<file path="config.mk">
export PLATFORM = sky130hd
export DESIGN_NAME = projectile_ctrl
export DESIGN_NICKNAME = d
export VERILOG_FILES = /design/src/rtl/projectile_ctrl.sv
export SDC_FILE = /design/constraint.sdc
export NUM_CORES = 1
export LEC_CHECK = 0
export CORE_MARGIN = 8
export CORE_UTILIZATION = 53
export CTS_CLUSTER_DIAMETER = 40
export CTS_CLUSTER_SIZE = 40
export DETAILED_ROUTE_END_ITERATION = 10
export GPL_TIMING_DRIVEN = 0
export PLACE_DENSITY = 0.77
export SLEW_MARGIN = 40
export SYNTH_ARGS = -nofsm -noshare
export SYNTH_HDL_FRONTEND = slang
export SYNTH_SLANG_ARGS = --single-unit
</file>
<file path="constraint.sdc">
create_clock -name frame_clk -period 3.5 [get_ports frame_clk]
set_input_delay 0.525 -clock frame_clk [delete_from_list [all_inputs] [get_ports frame_clk]]
set_output_delay 0.525 -clock frame_clk [all_outputs]
set_load 0.03 [all_outputs]
</file>
<file path="src/rtl/projectile_ctrl.sv">
// Bullet controller for the turret game.
// One bullet at a time: fired on a space-bar press, it flies out along the
// selected turret angle, bounces off the top and bottom walls, turns back at
// the right wall or a deflector, and is retired near the left edge or after a
// fixed number of frames. A cooldown then blocks the next shot.
// Every register advances once per frame on frame_clk.
module projectile_ctrl #(
  parameter int LAUNCH_X   = 90,
  parameter int LAUNCH_Y   = 52,
  parameter int COOLDOWN   = 30,
  parameter int MAX_FLIGHT = 255
) (
  input  logic       frame_clk,
  input  logic       Reset,
  input  logic [7:0] keycode,
  input  logic [3:0] turret_sel,
  input  logic       hit_deflector,
  output logic [9:0] b_pos_x,
  output logic [9:0] b_pos_y,
  output logic       b_exist,
  output logic       b_dir,
  output logic [7:0] hit_count
);

  // Playfield geometry, in 11-bit two's complement so that a step past
  // either edge is visible as a sign bit or an oversize value.
  localparam logic [7:0]  KEY_FIRE   = 8'h2C;
  localparam logic [9:0]  HOME_X     = 10'(LAUNCH_X);
  localparam logic [9:0]  HOME_Y     = 10'(LAUNCH_Y);
  localparam logic [10:0] WALL_X     = 11'd599;
  localparam logic [10:0] RETIRE_X   = 11'd10;
  localparam logic [10:0] FLOOR_Y    = 11'd469;
  localparam logic [15:0] FLIGHT_LIM = 16'(MAX_FLIGHT);
  localparam logic [15:0] CD_INIT    = 16'(COOLDOWN);

  typedef enum logic [1:0] {
    IDLE   = 2'd0,
    FLY    = 2'd1,
    RETURN = 2'd2,
    CDOWN  = 2'd3
  } state_t;

  state_t      state_reg, state_next;
  logic [9:0]  x_reg, x_next;
  logic [9:0]  y_reg, y_next;
  logic [3:0]  vx_reg, vx_next;       // signed, pixels per frame
  logic [3:0]  vy_reg, vy_next;       // signed, pixels per frame
  logic        exist_reg, exist_next;
  logic        dir_reg, dir_next;
  logic [7:0]  hits_reg, hits_next;
  logic [15:0] flight_reg, flight_next;
  logic [15:0] cd_reg, cd_next;
  logic [7:0]  key_prev_reg;

  logic        fire;
  logic [3:0]  sel_eff;
  logic [3:0]  launch_vx, launch_vy;
  logic [10:0] nx, ny;
  logic [9:0]  y_step;
  logic [3:0]  vy_step;
  logic [15:0] flight_inc;
  logic        flight_done;
  logic        at_wall;
  logic        at_home;
  logic        retire;

  // Fire is a press, not a level: holding the space bar launches once.
  assign fire = (keycode == KEY_FIRE) && (key_prev_reg != KEY_FIRE);

  // Out-of-range turret indices fall back to the horizontal shot.
  assign sel_eff = (turret_sel > 4'd8) ? 4'd4 : turret_sel;

  // Launch velocity per turret angle (x right-positive, y down-positive).
  always_comb begin
    launch_vx = 4'd4;
    launch_vy = 4'd0;
    case (sel_eff)
      4'd0: begin launch_vx = 4'd0; launch_vy = 4'hC; end  // ( 0,-4)
      4'd1: begin launch_vx = 4'd2; launch_vy = 4'hD; end  // ( 2,-3)
      4'd2: begin launch_vx = 4'd3; launch_vy = 4'hD; end  // ( 3,-3)
      4'd3: begin launch_vx = 4'd4; launch_vy = 4'hE; end  // ( 4,-2)
      4'd4: begin launch_vx = 4'd4; launch_vy = 4'd0; end  // ( 4, 0)
      4'd5: begin launch_vx = 4'd4; launch_vy = 4'd2; end  // ( 4, 2)
      4'd6: begin launch_vx = 4'd3; launch_vy = 4'd3; end  // ( 3, 3)
      4'd7: begin launch_vx = 4'd2; launch_vy = 4'd3; end  // ( 2, 3)
      4'd8: begin launch_vx = 4'd0; launch_vy = 4'd4; end  // ( 0, 4)
      default: begin launch_vx = 4'd4; launch_vy = 4'd0; end
    endcase
  end

  // Candidate next position: unsigned position plus sign-extended velocity.
  assign nx = {1'b0, x_reg} + {{7{vx_reg[3]}}, vx_reg};
  assign ny = {1'b0, y_reg} + {{7{vy_reg[3]}}, vy_reg};

  assign at_wall = !nx[10] && (nx >= WALL_X);
  assign at_home = nx[10] || (nx <= RETIRE_X);

  assign flight_inc  = flight_reg + 16'd1;
  assign flight_done = (flight_inc >= FLIGHT_LIM);

  // Vertical step with clamping and reflection off the top and bottom walls.
  always_comb begin
    y_step  = ny[9:0];
    vy_step = vy_reg;
    if (ny[10]) begin
      y_step  = 10'd0;
      vy_step = 4'd0 - vy_reg;
    end else if (ny > FLOOR_Y) begin
      y_step  = FLOOR_Y[9:0];
      vy_step = 4'd0 - vy_reg;
    end
  end

  // Next-state and datapath update for one frame.
  always_comb begin
    state_next  = state_reg;
    x_next      = x_reg;
    y_next      = y_reg;
    vx_next     = vx_reg;
    vy_next     = vy_reg;
    exist_next  = exist_reg;
    dir_next    = dir_reg;
    hits_next   = hits_reg;
    flight_next = flight_reg;
    cd_next     = cd_reg;
    retire      = 1'b0;

    case (state_reg)
      IDLE: begin
        // The loaded velocity is the latched copy of the turret angle, so
        // later turret moves cannot steer a bullet already in the air.
        if (fire) begin
          vx_next     = launch_vx;
          vy_next     = launch_vy;
          x_next      = HOME_X;
          y_next      = HOME_Y;
          exist_next  = 1'b1;
          dir_next    = 1'b0;
          flight_next = 16'd0;
          state_next  = FLY;
        end
      end

      FLY: begin
        flight_next = flight_inc;
        if (flight_done) begin
          retire = 1'b1;
        end else begin
          y_next  = y_step;
          vy_next = vy_step;
          if (hit_deflector) begin
            // A deflector hit wins over a simultaneous wall hit: the bullet
            // turns around once, in place, and the hit is counted.
            vx_next    = 4'd0 - vx_reg;
            vy_next    = 4'd0 - vy_step;
            dir_next   = 1'b1;
            hits_next  = (hits_reg != 8'hFF) ? hits_reg + 8'd1 : hits_reg;
            state_next = RETURN;
          end else if (at_wall) begin
            x_next     = WALL_X[9:0];
            vx_next    = 4'd0 - vx_reg;
            dir_next   = 1'b1;
            state_next = RETURN;
          end else begin
            x_next = nx[9:0];
          end
        end
      end

      RETURN: begin
        // Deflector contacts are not looked at on the way back.
        flight_next = flight_inc;
        if (flight_done || at_home) begin
          retire = 1'b1;
        end else begin
          x_next  = nx[9:0];
          y_next  = y_step;
          vy_next = vy_step;
        end
      end

      CDOWN: begin
        // Leave on the frame the count reaches zero; a zero preset still
        // spends one frame here.
        if (cd_reg <= 16'd1) begin
          cd_next    = 16'd0;
          state_next = IDLE;
        end else begin
          cd_next = cd_reg - 16'd1;
        end
      end

      default: state_next = IDLE;
    endcase

    // Retirement parks the bullet at the launch point and starts cooldown.
    if (retire) begin
      exist_next = 1'b0;
      x_next     = HOME_X;
      y_next     = HOME_Y;
      dir_next   = 1'b0;
      vx_next    = 4'd0;
      vy_next    = 4'd0;
      cd_next    = CD_INIT;
      state_next = CDOWN;
    end
  end

  // Frame register; reset overrides everything else happening this frame.
  always_ff @(posedge frame_clk) begin
    if (Reset) begin
      state_reg    <= IDLE;
      x_reg        <= HOME_X;
      y_reg        <= HOME_Y;
      vx_reg       <= 4'd0;
      vy_reg       <= 4'd0;
      exist_reg    <= 1'b0;
      dir_reg      <= 1'b0;
      hits_reg     <= 8'd0;
      flight_reg   <= 16'd0;
      cd_reg       <= 16'd0;
      key_prev_reg <= 8'h00;
    end else begin
      state_reg    <= state_next;
      x_reg        <= x_next;
      y_reg        <= y_next;
      vx_reg       <= vx_next;
      vy_reg       <= vy_next;
      exist_reg    <= exist_next;
      dir_reg      <= dir_next;
      hits_reg     <= hits_next;
      flight_reg   <= flight_next;
      cd_reg       <= cd_next;
      key_prev_reg <= keycode;
    end
  end

  assign b_pos_x   = x_reg;
  assign b_pos_y   = y_reg;
  assign b_exist   = exist_reg;
  assign b_dir     = dir_reg;
  assign hit_count = hits_reg;

endmodule

</file>
==> PnR_summary.wiki, run 1 <==
{| class="wikitable"
! Metric !! Value
|-
| Final critical-path required period || 3.62 ns
|-
| CP Class || flip-flop to flip-flop
|-
| Leak Pwr || 0.00239 µW
|-
| Register area || 0.00162 mm²
|-
| Cell depth of the worst flop-to-flop path || 16
|-
| Sequential element share of the synthesized area || 30.0%
|-
| Worst setup path startpoint || vy_reg[0]$_SDFFE_PP0P_
|-
| Number of buffers created by CTS || 9
|-
| Total number of nets in the final design || 802
|-
| Comb power frac || 16.2%
|-
| Starting density of the core || 54.7%
|-
| Adder-cell share of the synthesized area || 9.17%
|-
| Placer congestion estimate || 0.902
|-
| Number of warnings printed during yosys synthesis || 0
|-
| Largest buffer count on any clock path || 2
|-
| Total half-perimeter wirelength after legalization and detailed placement || 10.2 mm
|-
| Horizontal die dimension || 116 µm
|-
| Relative slew margins || 58.1%
|-
| Number of levels in the clock H-tree || 3
|-
| Final critical-path share of the clock period || 103%
|-
| Worst hold path type || flip-flop to flip-flop
|-
| Final-report max-slew violation count || 0
|-
| Final Setup Violations || 1
|-
| Top-level I/O count || 45
|-
| Capturing point of the worst reg2reg path || vy_reg[2]$_SDFFE_PP0P_
|-
| Master cell of the clock root buffer || sky130_fd_sc_hd__clkbuf_8
|-
| Cell Pwr Density || 303 mW/mm²
|-
| Fraction of layout instances using a drive strength above 1 || 13.0%
|-
| Antenna cells || 0
|-
| Count of vias placed by the detailed router || 5360
|-
| Max Used Layer || met4
|-
| Achievable Freq || 276 MHz
|-
| Vias in the first global route || 4971
|-
| Post-layout instance count excluding filler cells || 887
|-
| Post-synthesis compound-gate area fraction || 23.1%
|-
| Least-Margin Pin Slew || 0.622 ns
|-
| CTS tree || yes
|-
| Total of hold buffers inserted after clock tree synthesis || 0
|-
| Die Height || 116 µm
|-
| Total area of multi-input combinational cells || 0.00374 mm²
|-
| Kind of start point of the critical path || flip-flop
|-
| Worst hold slack || 0.460 ns
|-
| Total global-route track usage || 21.0%
|-
| Post-Synth XOR/XNOR Area || 6.23%
|-
| Power Internal || 1380 µW
|-
| DR WL met3 || 1.07 mm
|-
| Endpoint arrival time on the critical path || 3.90 ns
|-
| # rows || 36
|-
| Post-detailed-route via-to-cell ratio || 6.04
|-
| Clock share of power || 35.9%
|-
| RSZ-0062 raised after global routing || yes
|-
| FF-to-FF setup slack || -0.12 ns
|-
| CTS clk-pin slew, worst paths || 0.09 ns
|-
| First-pass detailed-route iteration total || 5
|-
| Number of enable-type register cells in the synthesized netlist || 0
|-
| Sequential Power Share || 47.9%
|-
| Final number of hold-violating endpoints || 0
|-
| Die area || 0.0136 mm²
|-
| Sink Count || 80
|-
| Crit path max fanout || 5
|-
| End of the critical path || vy_reg[2]$_SDFFE_PP0P_
|-
| Mux cell area share after synthesis || 1.50%
|-
| Starting DRC count in detailed routing || 335
|-
| Main combinational cell family by area after synthesis || simple AND/OR/NAND/NOR gates
|-
| Wire length per cell after detailed routing || 16.5 µm
|-
| Worst skew pair latency || 0.38 ns
|-
| Detail Route met2 WL || 7.01 mm
|-
| Synthesized-area fraction occupied by and/or/nand/nor cells || 26.0%
|-
| Post-synth ARST share || 0%
|-
| Antenna viol nets, final || 0
|-
| Result of the run || finished with violations
|-
| Cell area after technology mapping || 0.00535 mm²
|-
| Worst clock skew || 0.0158 ns
|-
| Maximum number of pins on one net before global-route repair || 15
|-
| Highest ir drop seen on vdd || 0.232 mV
|-
| DRT Wirelength || 14.7 mm
|-
| Max cap viols || 0
|-
| Wire length of the first global-routing pass || 23.1 mm
|-
| Gate Count Post-Synth || 684
|-
| Switching power summed over all nets || 581 µW
|-
| Antenna violations before repair || 0
|-
| Post-Layout Inst Area || 0.00646 mm²
|-
| Area growth from synthesis to layout || 20.8%
|-
| Most used flip-flop cell after synthesis || sky130_fd_sc_hd__dfxtp_1
|-
| Core footprint || 0.00977 mm²
|-
| WL met1 || 6.23 mm
|-
| PortBufs || 42
|-
| Startpoint of the most critical register-to-register path || vy_reg[0]$_SDFFE_PP0P_
|-
| Pre-CTS WS || -0.420 ns
|-
| Placed standard-cell area || 0.00594 mm²
|-
| Grt ovf || 0
|-
| Number of remaining DRC errors || 0
|-
| Worst EP required || 3.78 ns
|-
| Number of filler instances in the final layout || 837
|-
| Yosys reg bits || 80
|-
| Synthesized Nets || 737
|-
| Average instance area after synthesis || 7.82 µm²
|-
| Switching Fraction || 29.7%
|-
| Placed instance count || 859
|-
| Min setup slack post-route || -0.118 ns
|-
| Number of distinct library cell variants in the gate-level netlist after synthesis || 70
|-
| Violated checks || setup timing
|-
| Type of element capturing the critical path || flip-flop
|}
-- worst min path at each step --
stage                                       from                     end  depth (start not counted)
after floorplan           cd_reg[7]$_SDFFE_PP0P_  cd_reg[7]$_SDFFE_PP0P_                          2
after CTS                   b_exist$_SDFFE_PP0P_    b_exist$_SDFFE_PP0P_                          2
final                       b_exist$_SDFFE_PP0P_    b_exist$_SDFFE_PP0P_                          2
after global placement      b_exist$_SDFFE_PP0P_    b_exist$_SDFFE_PP0P_                          2
after detailed placement    b_exist$_SDFFE_PP0P_    b_exist$_SDFFE_PP0P_                          2
after global routing        b_exist$_SDFFE_PP0P_    b_exist$_SDFFE_PP0P_                          2
-- synth_stat cells, drive strengths merged (7+ instances only) --
master,number,area (µm²)
nor2b,14,87.6
mux2i,8,80.1
nand2b,13,81.3
a211oi,7,62.6
nand4,9,56.3
nor4,8,56.3
a21oi,67,347
or3,10,62.6
o21ai,52,260
nor2,78,295
ha,36,450
nor3,16,80.1
xnor2,24,210
nand2,63,236
nand3,13,75.1
xor2,14,123
inv,24,90.1
clkbuf,19,72.6
o211ai,7,52.6
nand3b,10,75.1
buf,11,53.8
dfxtp,80,1600
-- power groups by stage --
stage | sequential (µW) | clock, µW | combinational [µW]
finish | 937 | 702 | 317
detailed placement | 958 | 0 | 277
global route | 939 | 747 | 344
floorplan | 964 | 0 | 184
global placement | 957 | 0 | 269
CTS | 936 | 705 | 287
-- cell usage in the layout, fill, tap and decap left out, types with 14 or more instances in the layout --
master,synthesis,final
sky130_fd_sc_hd__clkbuf_1,18,17
sky130_fd_sc_hd__nand2_1,63,63
sky130_fd_sc_hd__nor2_1,77,75
sky130_fd_sc_hd__dfxtp_1,80,70
sky130_fd_sc_hd__ha_1,36,31
sky130_fd_sc_hd__nor3_1,16,15
sky130_fd_sc_hd__a21oi_1,66,64
sky130_fd_sc_hd__inv_1,24,24
sky130_fd_sc_hd__xor2_1,14,14
sky130_fd_sc_hd__o21ai_0,44,42
sky130_fd_sc_hd__xnor2_1,24,23
sky130_fd_sc_hd__clkdlybuf4s50_1,0,42
-- routing by layer --
layer,up-vias,global-route usage (%)
li1,2596,-
met1,2500,25.8
met2,229,35.0
met3,35,3.57
met4,0,9.51
met5,-,0
-- cell families (layout without fill, tap and decap cells) --
family                   after synthesis  count (layout)
multiplexers                           8               8
buffers and inverters                 54             123
flip-flops                            80              80
XOR/XNOR                              38              38
adder cells (fa/ha/maj)               38              38
AND/OR/NAND/NOR                      270             271
AO/OA/AOI/OAI                        196             196
-- area by class of cell --
type	instances	share of cell area, %
sequential	80	25.1
timing repair buffer	54	7.90
buffer	29	2.05
multi-input combinational	551	57.9
inverter	24	1.39
clock buffer	10	1.98
tap	133	2.58
clock inverter	6	1.05
-- critical path, stage by stage (launching register included) --
cell,delay [ns]
sky130_fd_sc_hd__dfxtp_4,0.38
sky130_fd_sc_hd__ha_4,0.17
sky130_fd_sc_hd__fa_2,0.42
sky130_fd_sc_hd__a21oi_2,0.19
sky130_fd_sc_hd__o211ai_1,0.14
sky130_fd_sc_hd__a31o_2,0.27
sky130_fd_sc_hd__nor2b_1,0.15
sky130_fd_sc_hd__a32o_2,0.28
sky130_fd_sc_hd__o21bai_4,0.18
sky130_fd_sc_hd__mux2i_2,0.26
sky130_fd_sc_hd__ha_2,0.21
sky130_fd_sc_hd__nor2_2,0.06
sky130_fd_sc_hd__xnor2_2,0.20
sky130_fd_sc_hd__nand3b_1,0.11
sky130_fd_sc_hd__o21ai_2,0.08
sky130_fd_sc_hd__a221oi_2,0.08
sky130_fd_sc_hd__o41ai_1,0.34
-- through the flow --
step / TNS [ns] / util (%) / total power (µW)
4_1_cts: -0.0947 / 63.7 / 1930
5_1_grt: -0.441 / 66.1 / 2030
3_5_place_dp: -4.55 / 60.8 / 1230
2_1_floorplan: -0.0127 / - / 1150
6_report: -0.118 / 66.1 / 1960
3_3_place_gp: -4.28 / 60.8 / 1230
-- what timing repair did --
action,4_1_cts,5_1_grt
pin swaps,2,26
setup buffers,3,9
setup endpoints to repair,38,39
resized for setup,18,48
gates cloned,0,1
No activity file was read; power rests on OpenSTA's default activity.
==> inputs of run 2 (changes only) <==
--- a/config.mk
+++ b/config.mk
@@ -11,6 +11,7 @@
 export CTS_CLUSTER_SIZE = 40
 export DETAILED_ROUTE_END_ITERATION = 10
 export GPL_TIMING_DRIVEN = 0
+export HOLD_SLACK_MARGIN = 0.12
 export PLACE_DENSITY = 0.77
 export SLEW_MARGIN = 40
 export SYNTH_ARGS = -nofsm -noshare
==> results of run 2 <==
The final DEF is identical to that of run 1; final timing and power are the same.
==> inputs of run 3 (changes only) <==
--- a/config.mk
+++ b/config.mk
@@ -5,6 +5,7 @@
 export SDC_FILE = /design/constraint.sdc
 export NUM_CORES = 1
 export LEC_CHECK = 0
+export CAP_MARGIN = 20
 export CORE_MARGIN = 8
 export CORE_UTILIZATION = 53
 export CTS_CLUSTER_DIAMETER = 40
==> results of run 3 <==
The final DEF is identical to that of run 1; final timing and power are the same.
